$ cat config.mk
export PLATFORM = sky130hd
export DESIGN_NAME = regfile_access_controller
export DESIGN_NICKNAME = d
export VERILOG_FILES = /design/src/rtl/regfile_access_controller_pkg.sv /design/src/rtl/regfile_access_controller.sv
export SDC_FILE = /design/constraint.sdc
export NUM_CORES = 1
export LEC_CHECK = 0
export ABC_AREA = 1
export ABC_CLOCK_PERIOD_IN_PS = 1900
export BUFFER_PORTS_ARGS = -buffer_cell sky130_fd_sc_hd__buf_4
export CORE_MARGIN = 5
export CORE_UTILIZATION = 48
export CTS_CLUSTER_SIZE = 14
export DETAILED_ROUTE_END_ITERATION = 8
export PLACE_DENSITY_LB_ADDON = 0.3
export SLEW_MARGIN = 20
export SYNTH_ARGS = -nofsm -noshare
export SYNTH_HDL_FRONTEND = slang
export SYNTH_SLANG_ARGS = --single-unit
$ cat constraint.sdc
create_clock -name CLK -period 1.9 [get_ports CLK]
set_input_delay 0.19 -clock CLK [delete_from_list [all_inputs] [get_ports CLK]]
set_output_delay 0.19 -clock CLK [all_outputs]
set_load 0.02 [all_outputs]
$ cat src/rtl/regfile_access_controller_pkg.sv
// Shared constants, command opcodes and FSM encoding for the register file
// access controller.
package regfile_access_controller_pkg;

  localparam int DATA_WIDTH = 16;
  localparam int ADDR_WIDTH = 3;
  localparam int NUM_REGS   = 8;

  // DUMP stops after the beat whose port-A address is the last even register,
  // so the pointer pair never wraps.
  localparam logic [ADDR_WIDTH-1:0] LAST_PAIR_ADDR = ADDR_WIDTH'(NUM_REGS - 2);
  localparam logic [ADDR_WIDTH-1:0] PAIR_STEP      = ADDR_WIDTH'(2);
  localparam logic [ADDR_WIDTH-1:0] DUMP_FIRST_B   = ADDR_WIDTH'(1);

  typedef enum logic [1:0] {
    OP_NOP   = 2'b00,
    OP_WRITE = 2'b01,
    OP_READ  = 2'b10,
    OP_DUMP  = 2'b11
  } op_e;

  typedef enum logic [1:0] {
    IDLE  = 2'b00,
    WRITE = 2'b01,
    READ  = 2'b10,
    RESP  = 2'b11
  } state_e;

endpackage

$ cat src/rtl/regfile_access_controller.sv
// Initiator-side master for the 8x16 register file: accepts WRITE / READ /
// DUMP commands, drives the file's write and read ports, and returns the read
// data as registered response beats with valid/ready flow control.
module regfile_access_controller
  import regfile_access_controller_pkg::*;
(
  input  logic                  CLK,
  input  logic                  RST_N,
  input  logic                  cmd_valid,
  output logic                  cmd_ready,
  input  logic [1:0]            cmd_op,
  input  logic [ADDR_WIDTH-1:0] cmd_addr,
  input  logic [ADDR_WIDTH-1:0] cmd_addr_b,
  input  logic [DATA_WIDTH-1:0] cmd_data,
  output logic                  rsp_valid,
  input  logic                  rsp_ready,
  output logic [ADDR_WIDTH-1:0] rsp_addr,
  output logic [DATA_WIDTH-1:0] rsp_data,
  output logic [DATA_WIDTH-1:0] rsp_data_b,
  output logic                  rsp_last,
  output logic [ADDR_WIDTH-1:0] rf_readA_address,
  output logic [ADDR_WIDTH-1:0] rf_readB_address,
  output logic                  rf_write,
  output logic [DATA_WIDTH-1:0] rf_write_value,
  output logic [ADDR_WIDTH-1:0] rf_write_address,
  input  logic [DATA_WIDTH-1:0] rf_reg_A,
  input  logic [DATA_WIDTH-1:0] rf_reg_B
);

  state_e                state_q, state_d;
  op_e                   op_q, op_d;
  logic [ADDR_WIDTH-1:0] ptrA_q, ptrA_d;
  logic [ADDR_WIDTH-1:0] ptrB_q, ptrB_d;
  logic [DATA_WIDTH-1:0] data_q, data_d;
  logic                  rsp_valid_q, rsp_valid_d;
  logic                  rsp_last_q, rsp_last_d;
  logic [ADDR_WIDTH-1:0] rsp_addr_q, rsp_addr_d;
  logic [DATA_WIDTH-1:0] rsp_data_q, rsp_data_d;
  logic [DATA_WIDTH-1:0] rsp_data_b_q, rsp_data_b_d;

  // State, latched command and response holding register; reset aborts any
  // operation in flight but never touches the register file contents.
  always_ff @(posedge CLK or negedge RST_N) begin
    if (!RST_N) begin
      state_q      <= IDLE;
      op_q         <= OP_NOP;
      ptrA_q       <= '0;
      ptrB_q       <= '0;
      data_q       <= '0;
      rsp_valid_q  <= 1'b0;
      rsp_last_q   <= 1'b0;
      rsp_addr_q   <= '0;
      rsp_data_q   <= '0;
      rsp_data_b_q <= '0;
    end else begin
      state_q      <= state_d;
      op_q         <= op_d;
      ptrA_q       <= ptrA_d;
      ptrB_q       <= ptrB_d;
      data_q       <= data_d;
      rsp_valid_q  <= rsp_valid_d;
      rsp_last_q   <= rsp_last_d;
      rsp_addr_q   <= rsp_addr_d;
      rsp_data_q   <= rsp_data_d;
      rsp_data_b_q <= rsp_data_b_d;
    end
  end

  // Next-state logic and register-file port drive; a WRITE always falls into
  // READ so the written value comes back as the acknowledge beat.
  always_comb begin
    state_d          = state_q;
    op_d             = op_q;
    ptrA_d           = ptrA_q;
    ptrB_d           = ptrB_q;
    data_d           = data_q;
    rsp_valid_d      = rsp_valid_q;
    rsp_last_d       = rsp_last_q;
    rsp_addr_d       = rsp_addr_q;
    rsp_data_d       = rsp_data_q;
    rsp_data_b_d     = rsp_data_b_q;
    cmd_ready        = 1'b0;
    rf_write         = 1'b0;
    rf_write_address = '0;
    rf_write_value   = '0;
    rf_readA_address = '0;
    rf_readB_address = '0;

    case (state_q)
      IDLE: begin
        cmd_ready = RST_N;
        if (cmd_valid && cmd_ready) begin
          op_d   = op_e'(cmd_op);
          data_d = cmd_data;
          case (op_e'(cmd_op))
            OP_WRITE: begin
              ptrA_d  = cmd_addr;
              ptrB_d  = cmd_addr;
              state_d = WRITE;
            end
            OP_READ: begin
              ptrA_d  = cmd_addr;
              ptrB_d  = cmd_addr_b;
              state_d = READ;
            end
            OP_DUMP: begin
              ptrA_d  = '0;
              ptrB_d  = DUMP_FIRST_B;
              state_d = READ;
            end
            default: state_d = IDLE;
          endcase
        end
      end

      WRITE: begin
        rf_write         = 1'b1;
        rf_write_address = ptrA_q;
        rf_write_value   = data_q;
        state_d          = READ;
      end

      READ: begin
        rf_readA_address = ptrA_q;
        rf_readB_address = ptrB_q;
        rsp_data_d       = rf_reg_A;
        rsp_data_b_d     = rf_reg_B;
        rsp_addr_d       = ptrA_q;
        rsp_valid_d      = 1'b1;
        rsp_last_d       = (op_q != OP_DUMP) || (ptrA_q == LAST_PAIR_ADDR);
        state_d          = RESP;
      end

      RESP: begin
        if (rsp_valid_q && rsp_ready) begin
          rsp_valid_d = 1'b0;
          if (op_q == OP_DUMP && !rsp_last_q) begin
            ptrA_d  = ptrA_q + PAIR_STEP;
            ptrB_d  = ptrB_q + PAIR_STEP;
            state_d = READ;
          end else begin
            state_d = IDLE;
          end
        end
      end

      default: state_d = IDLE;
    endcase
  end

  assign rsp_valid  = rsp_valid_q;
  assign rsp_last   = rsp_last_q;
  assign rsp_addr   = rsp_addr_q;
  assign rsp_data   = rsp_data_q;
  assign rsp_data_b = rsp_data_b_q;

endmodule

Word-level counts from Yosys, hierarchy flattened

Cells that the tools add are included.

$add $sub $neg: 2
Equal/unequal tests: 14
Multiplexer cells: 23
Reduce and logical (&&, ||, !) cells: 15

Operators with widths:

| operator                                                              | number |
|---|---|
| 3-bit 2-to-1 mux                                                      | 9 |
| 3-bit case mux with 2 select lines                                    | 3 |
| 16-bit 2-to-1 mux                                                     | 1 |
| 2-bit equality test, second input constant                            | 5 |
| 5-bit AND reduction                                                   | 2 |
| 3-bit case mux with 3 select lines                                    | 1 |
| 2-bit != test, second input constant                                  | 4 |
| 2-bit case mux with 4 select lines                                    | 1 |
| 3-bit by 2-bit adder with 3-bit output, second input constant         | 2 |
| 2-bit 2-to-1 mux                                                      | 3 |
| 2-bit AND reduction                                                   | 3 |
| 2-bit by 1-bit equality test with 1-bit output, second input constant | 2 |
| 4-bit by 1-bit != test with 1-bit output, second input constant       | 1 |
| 2-bit case mux with 2 select lines                                    | 1 |
| 2-bit nonzero test                                                    | 2 |
| 2-bit OR reduction                                                    | 2 |
| 3-bit equality test, second input constant                            | 1 |
| 1-bit logical AND                                                     | 3 |
| 1-bit 2-to-1 mux                                                      | 3 |
| 3-bit by 2-bit != test with 1-bit output, second input constant       | 1 |
| 2-bit logical NOT                                                     | 1 |
| 1-bit case mux with 2 select lines                                    | 1 |
| 1-bit logical NOT                                                     | 1 |
| 1-bit logical OR                                                      | 1 |

Register bits after elaboration: 63
Bits of input ports: 60
Output and inout port bits: 64
Logic and storage cells: 64

Depth between registers and ports, before layout

Gate-level depths: netlist of run 1.

Word-level depth: 5
Depth in mapped cells: 10
Mapped depth without buffers: 9

Worst setup path after synthesis of run 1

Ideal clock, no wire load.

Path type: register -> output
From: register state_q[1]
To: output port rf_write_value[0]
Arrival time: 1465 ps
Data required time: 1710 ps
Slack: 245 ps
Stages on the path, launching flop included: 7
Buffers on the path: 2
Path through: dfrtp_1 > inv_1 > ha_1 > buf_2 > buf_1 > nand2_1 > inv_1

Word-level cells in the longest chain between the ends: 2

Ends and longest elaborated chain:

| item                                           | line                            | RTL |
|---|---|---|
| start: declaration                             | regfile_access_controller.sv:30 | `state_e state_q, state_d;` |
| start signal: assignment                       | regfile_access_controller.sv:56 | `state_q <= state_d;` |
| 2-bit by 1-bit equality test with 1-bit output | regfile_access_controller.sv:89 | `case (state_q)` |
| 16-bit 2-to-1 mux                              | regfile_access_controller.sv:89 |  |
| end: declaration                               | regfile_access_controller.sv:24 | `output logic [DATA_WIDTH-1:0] rf_write_value,` |

Every way passes these cells.

Worst setup path in the final report of run 1

From: register state_q[0]
To: output port rf_readA_address[2]

Word-level cells in the longest chain between the ends: 2

Ends and longest elaborated chain:

| item                | line                            | RTL |
|---|---|---|
| 2-bit equality test | regfile_access_controller.sv:89 |  |
| 3-bit 2-to-1 mux    | regfile_access_controller.sv:89 |  |
| end: declaration    | regfile_access_controller.sv:21 | `output logic [ADDR_WIDTH-1:0] rf_readA_address,` |

Every way passes these cells.

==> flow_summary_export.csv, run 1 <==
group,metric,value,unit
yosys,synth_top_family_by_area,"simple AND/OR/NAND/NOR gates",
cts,insertion_delay,0.34,ns
hold_path,hold_path_class,"primary input to flip-flop",
worst_setup_path,startpoint,"state_q[0]$_DFFE_PN0P_",
yosys,synth_cells,356,
yosys,synthSimpleGateAreaFrac,0.251,
layout,nets,550,
cts,path_clk_slew,0.07,ns
cts,cts_tree,"yes",
die,core,6240,µm²
drt,wl,7.55,mm
placed_design,io_buffers,123,
layout,layout_common_cells,"nand2_1 (169), buf_4 (128), dfrtp_1 (63)",
worst_setup_path,endpoint,"rf_readA_address[2]",
drt,ant_nets,0,
layout,drive_gt1_frac,0.337,
global_route,grt_pass1_vias,2663,
timing,setup_tns,0,ns
timing,finalCritPeriodShare,0.922,
yosys,synth_warnings,0,
worst_setup_path,reg2reg_depth,7,
worst_setup_path,crit_type,"flip-flop to output pin",
yosys,synth_edf_count,0,
worst_setup_path,cp-start-kind,"flip-flop",
yosys,synth_compound_area_frac,0.0315,
job,max_cap_viol_count,0,
timing,drv_slew,0,
yosys,ys_ff_latch,63,
die,die_w,89.4,µm
timing,relSlewSlack,0.593,
die,num_rows,29,
layout,final_common_cell,"nand2_1",
global_route,grt_pass1_wl,12.1,mm
yosys,synth_cell_types,21,
drt,drc,0,
global_route,grt_start_max_net_pins,44,
timing,worst_pin_slew,0.609,ns
global_route,grt_util_all_layers,0.196,
yosys,synth-xor-area-share,0.00579,
timing,hold_violations,0,
cts,clockRootBuffer,"clkbuf_8",
cts,cts_max_level,3,
power,power.density,1680,nW/µm²
worst_setup_path,critical_path_arrival,1.56,ns
power,leakagePower,2.54,nW
drt,vias,2681,
die,die-area,7990,µm²
worst_setup_path,worstPathMaxFanout,19,
yosys,yosysSeqAreaShare,0.522,
yosys,netlist_area,3020,µm²
cts,cts_resized,0,
worst_setup_path,crit_required,1.71,ns
placed_design,placed_cell_area,4020,µm²
yosys,synth_fa_ha_area_frac,0.0331,
yosys,synthFlopType,"dfrtp_1",
worst_setup_path,r2r_setup_slack,0.23,ns
cts,clk_path_buf_depth,2,
placed_design,dp_hpwl,5.66,mm
worst_setup_path,endpoint_kind,"output pin",
worst_setup_path,reg2reg_from,"state_q[1]$_DFFE_PN0P_",
cts,post_cts_buffers,0,
outcome,status,"finished, final reports clean",
layout,final_area,4210,µm²
die,ioPinCount,124,
global_route,grt-ovfl-total,0,
timing,setup_viol,0,
yosys,synth.avg_cell_area,8.49,µm²
die,initial_core_util,0.484,
layout,diodes,0,
cts,ctsHoldBuffers,1,
die,die_h,89.4,µm
drt,viasPerCell,4.75,
global_route,antenna_found_initial,0,
timing,post-route-min-period,1.75,ns
yosys,synthMuxAreaShare,0.0795,
timing,max_freq,571,MHz
drt,drtIter0Drc,121,
drt,drt-pass1-iter-count,4,
placed_design,place_congestion,0.804,
yosys,synthArstFlopShare,1.00,
cts,cts_sinks,63,
cts,cts_made_buffers,9,
drt,wire_per_inst,13.4,µm
timing,skew,0.0120,ns
yosys,synth_nets,424,
power,ir_drop,1.02,mV
timing,rsz0062_at_grt,"false",
layout,syn2layout_area_growth,39.4,%
worst_setup_path,timing.rr.end,"data_q[15]$_DFFE_PN0P_",
-- Yosys cell counts, types with 3 or more instances --
cell type | n | area [µm²]
nand4_1 | 3 | 18.8
mux2_4 | 16 | 240
buf_6 | 3 | 33.8
clkbuf_1 | 6 | 22.5
ha_1 | 8 | 100
buf_2 | 5 | 25.0
nand3_1 | 9 | 45.0
dfrtp_1 | 63 | 1580
nor2_1 | 10 | 37.5
inv_1 | 38 | 143
nand2_1 | 169 | 634
o21ai_0 | 14 | 70.1
-- where the power goes --
part | internal [mW] | switching (mW) | total (mW)
Combinational | 1.50 | 2.05 | 3.55
Clock | 0.601 | 0.518 | 1.12
Sequential | 2.00 | 0.410 | 2.41
-- layer usage --
layer	vias to the layer above	global-route usage	wire (µm)
met5	-	0	0
met2	81	0.334	3670
met1	1256	0.245	3120
met4	0	0.0866	141
li1	1332	-	-
met3	12	0.0341	609
-- per-stage QoR --
stage	hold slack, ns	std cells	power, mW	utilization	worst slack [ns]
finish	0.0545	564	7.08	0.675	0.148
global route	0.0474	564	7.63	0.675	0.0198
CTS	0.0380	564	7.16	0.675	0.118
detailed placement	0.123	547	6.02	0.643	0.240
global placement	0.114	547	5.91	0.643	0.295
floorplan	-0.106	356	4.64	-	0.245
-- state kept, by name, indices dropped and copies added (netlist names) --
| signal | count |
|---|---|
| rsp_last | 1 |
| rsp_valid | 1 |
| data_q | 16 |
| rsp_data | 16 |
| op_q | 2 |
| ptrA_q | 3 |
| state_q | 2 |
| ptrB_q | 3 |
| rsp_addr | 3 |
| rsp_data_b | 16 |
-- worst max-delay path: stages, from the launching register on --
cell     delay, ns
dfrtp_1       0.40
inv_1         0.10
ha_1          0.19
buf_4         0.25
nand2_1       0.10
inv_1         0.06
buf_4         0.14
-- cell type report --
class | instances | area (µm²)
Clock inverter | 6 | 61.3
Fill cell | 529 | 2030
Multi-Input combinational cell | 238 | 1210
Sequential cell | 63 | 1580
Tap cell | 77 | 96.3
Timing Repair Buffer | 130 | 991
Clock buffer | 10 | 128
Inverter | 40 | 150
-- cell families after synthesis --
group	Yosys count
and+or+nand+nor	194
DFF	63
buffers and inverters	55
AOI/OAI and AO/OA	18
muxes	16
adders and majority gates	8
xor gates and xnor gates	2
-- how the worst min path moves through the flow --
stage | start | to | slack, ns | cells after the start
2_1_floorplan | RST_N | data_q[0]$_DFFE_PN0P_ | -0.11 | 0
3_3_place_gp | RST_N | rsp_data_b[14]$_DFFE_PN0P_ | 0.11 | 1
3_5_place_dp | RST_N | rsp_valid$_DFFE_PN0P_ | 0.12 | 1
4_1_cts | rf_reg_A[12] | rsp_data[12]$_DFFE_PN0P_ | 0.04 | 3
5_1_grt | rf_reg_A[2] | rsp_data[2]$_DFFE_PN0P_ | 0.05 | 3
6_report | rf_reg_B[7] | rsp_data_b[7]$_DFFE_PN0P_ | 0.05 | 3
No activity file was read; power rests on OpenSTA's default activity.
==> inputs of run 2 (changes only) <==
ABC_CLOCK_PERIOD_IN_PS = 1500   (was 1900)
CORE_ASPECT_RATIO = 0.7   (was default)
CORE_UTILIZATION = 43   (was 48)
clock period = 1.5 ns   (was 1.9 ns; I/O delays follow)
==> run 2 against run 1 <==
  * The run now ends with setup timing left
  * Setup slack worse by 0.28 ns
  * Core utilization up 4.1 points
  * Power up 49%
  * Worst hold slack worse by 0.043 ns
  * Largest cell class unchanged
==> flow_summary_export.csv, run 2 (same netlist as run 1, synthesis figures left out) <==
group,metric,value,unit
cts,cts_made_buffers,9,
global_route,grt_pass1_vias,2785,
timing,setup_tns,-2.49,ns
layout,finish.utilization,0.716,
worst_setup_path,critical_path_arrival,1.48,ns
worst_setup_path,crit_type,"flip-flop to output pin",
worst_setup_path,cpMaxStageDelayCell,"dfrtp_1",
die,die_h,80.2,µm
timing,skew,0.00911,ns
cts,cts_sinks,63,
timing,hold_violations,0,
die,core,6790,µm²
cts,insertion_delay,0.34,ns
global_route,grt-ovfl-total,0,
worst_setup_path,worst_path_most_repeated_cell,"buf_6",
power,ir_drop,0.808,mV
layout,final_common_cell,"nand2_1",
global_route,antenna_found_initial,0,
outcome,violations,"setup timing",
placed_design,place_congestion,0.976,
worst_setup_path,crit_chain,"buf_6, ha_4, buf_12, nand2_1, inv_1, buf_6",
timing,finalCritPeriodShare,1.09,
die,ioPinCount,124,
placed_design,placed_cell_area,4130,µm²
cts,cts_max_level,3,
layout,layout_common_cells,"nand2_1 (142), buf_4 (113), dfrtp_1 (63)",
cts,path_clk_slew,0.08,ns
cts,cts_tree,"yes",
worst_setup_path,cp_top_family,"buffers and inverters",
placed_design,io_buffers,123,
worst_setup_path,worstPathMaxFanout,8,
layout,drive_gt1_frac,0.498,
drt,drt-pass1-iter-count,4,
outcome,status,"finished with violations",
drt,ant_nets,0,
timing,relSlewSlack,0.548,
layout,nets,579,
job,max_cap_viol_count,0,
placed_design,dp_slack,-0.126,ns
worst_setup_path,crit_buf_inv,4,
drt,viasPerCell,4.64,
hold_path,hold_path_class,"primary input to flip-flop",
layout,final_area,4860,µm²
die,num_rows,25,
timing,max_freq,614,MHz
die,die-area,8830,µm²
power,leakagePower,2.74,nW
timing,worst_pin_slew,0.677,ns
global_route,grt_pass1_wl,13.5,mm
worst_setup_path,endpoint_kind,"output pin",
placed_design,dp_hpwl,6.00,mm
cts,clk_path_buf_depth,2,
drt,wire_per_inst,14.4,µm
timing,timing.final.ws_setup,-0.129,ns
layout,diodes,0,
timing,rsz0062_at_grt,"true",
power,power.density,2160,nW/µm²
worst_setup_path,cp-start-kind,"flip-flop",
timing,setup_viol,36,
worst_setup_path,cpPeakStageDelay,0.42,ns
die,die_w,110,µm
timing,drv_slew,0,
layout,syn2layout_area_growth,60.8,%
cts,clockRootBuffer,"clkbuf_8",
global_route,grt_start_max_net_pins,55,
timing,post-route-min-period,1.63,ns
drt,wl,8.77,mm
global_route,grt_util_all_layers,0.197,
drt,drtIter0Drc,209,
drt,vias,2828,
drt,drc,0,
die,initial_core_util,0.445,
worst_setup_path,crit_required,1.35,ns
run 2: cell types whose count changed in the layout (fill, tap and decap cells not counted), moves of 5 or more:
cell	previous run	this run
buf_4	128	113
buf_6	0	36
inv_1	38	11
inv_2	2	28
nand2_1	169	142
nand2_2	1	22
nand2_4	1	7
o21ai_0	14	9
run 2: per-stage QoR:
step / power, mW / hold WS [ns] / cells
global placement: 7.77 / 0.0140 / 573
CTS: 9.90 / 0.000210 / 601
finish: 10.5 / 0.0111 / 610
global route: 11.2 / 0.00409 / 610
detailed placement: 7.90 / 0.0192 / 573
floorplan: 5.90 / -0.146 / 356
run 2: final timing paths:
kind / endpoint / depth (start not counted) / start / slack [ns]
setup / recovery: rf_write_value[10] / 6 / state_q[0]$_DFFE_PN0P_ / -0.13
hold / removal: rsp_data_b[0]$_DFFE_PN0P_ / 3 / rf_reg_B[0] / 0.01
setup reg to reg: ptrB_q[1]$_DFFE_PN0P_ / 11 / state_q[1]$_DFFE_PN0P_ / -0.01
hold reg to reg: rsp_data_b[10]$_DFFE_PN0P_ / 2 / rsp_data_b[10]$_DFFE_PN0P_ / 0.47
max in group asynchronous: ptrA_q[0]$_DFFE_PN0P_ / 3 / RST_N / 0.38
min in group asynchronous: state_q[1]$_DFFE_PN0P_ / 2 / RST_N / 0.20
run 2: per-layer routing:
layer,up-vias,wire length (µm),track usage
met3,22,681,0.0546
li1,1389,-,-
met2,118,4020,0.308
met5,-,0,0
met1,1299,3880,0.268
met4,0,184,0.0541
run 2: timing repair:
action | CTS | global route
pin swaps | 3 | 8
hold endpoints to repair | 12 | 1
cloned | 0 | 3
hold buffers | 4 | 1
endpoints found under the setup margin | 31 | 51
resized for setup | 46 | 72
setup buffers | 8 | 5
run 2: cell type report:
cell class | instances | area [µm²]
timing repair buffer | 159 | 1410
clock inverter | 6 | 67.6
inverter | 40 | 153
tap | 94 | 118
sequential | 63 | 1580
fill | 528 | 1930
multi-input combinational | 238 | 1400
clock buffer | 10 | 138
run 2: where the power goes:
group | leakage (nW) | total (mW) | switching (mW) | internal (mW)
sequential | 0.767 | 3.13 | 0.586 | 2.54
combinational | 1.87 | 5.87 | 3.10 | 2.77
clock | 0.0989 | 1.52 | 0.702 | 0.818
run 2: tightest hold or removal path, cell delays in order:
cell and delay [ns]:
buf_4 0.08, nand2_1 0.04, nand2_1 0.05
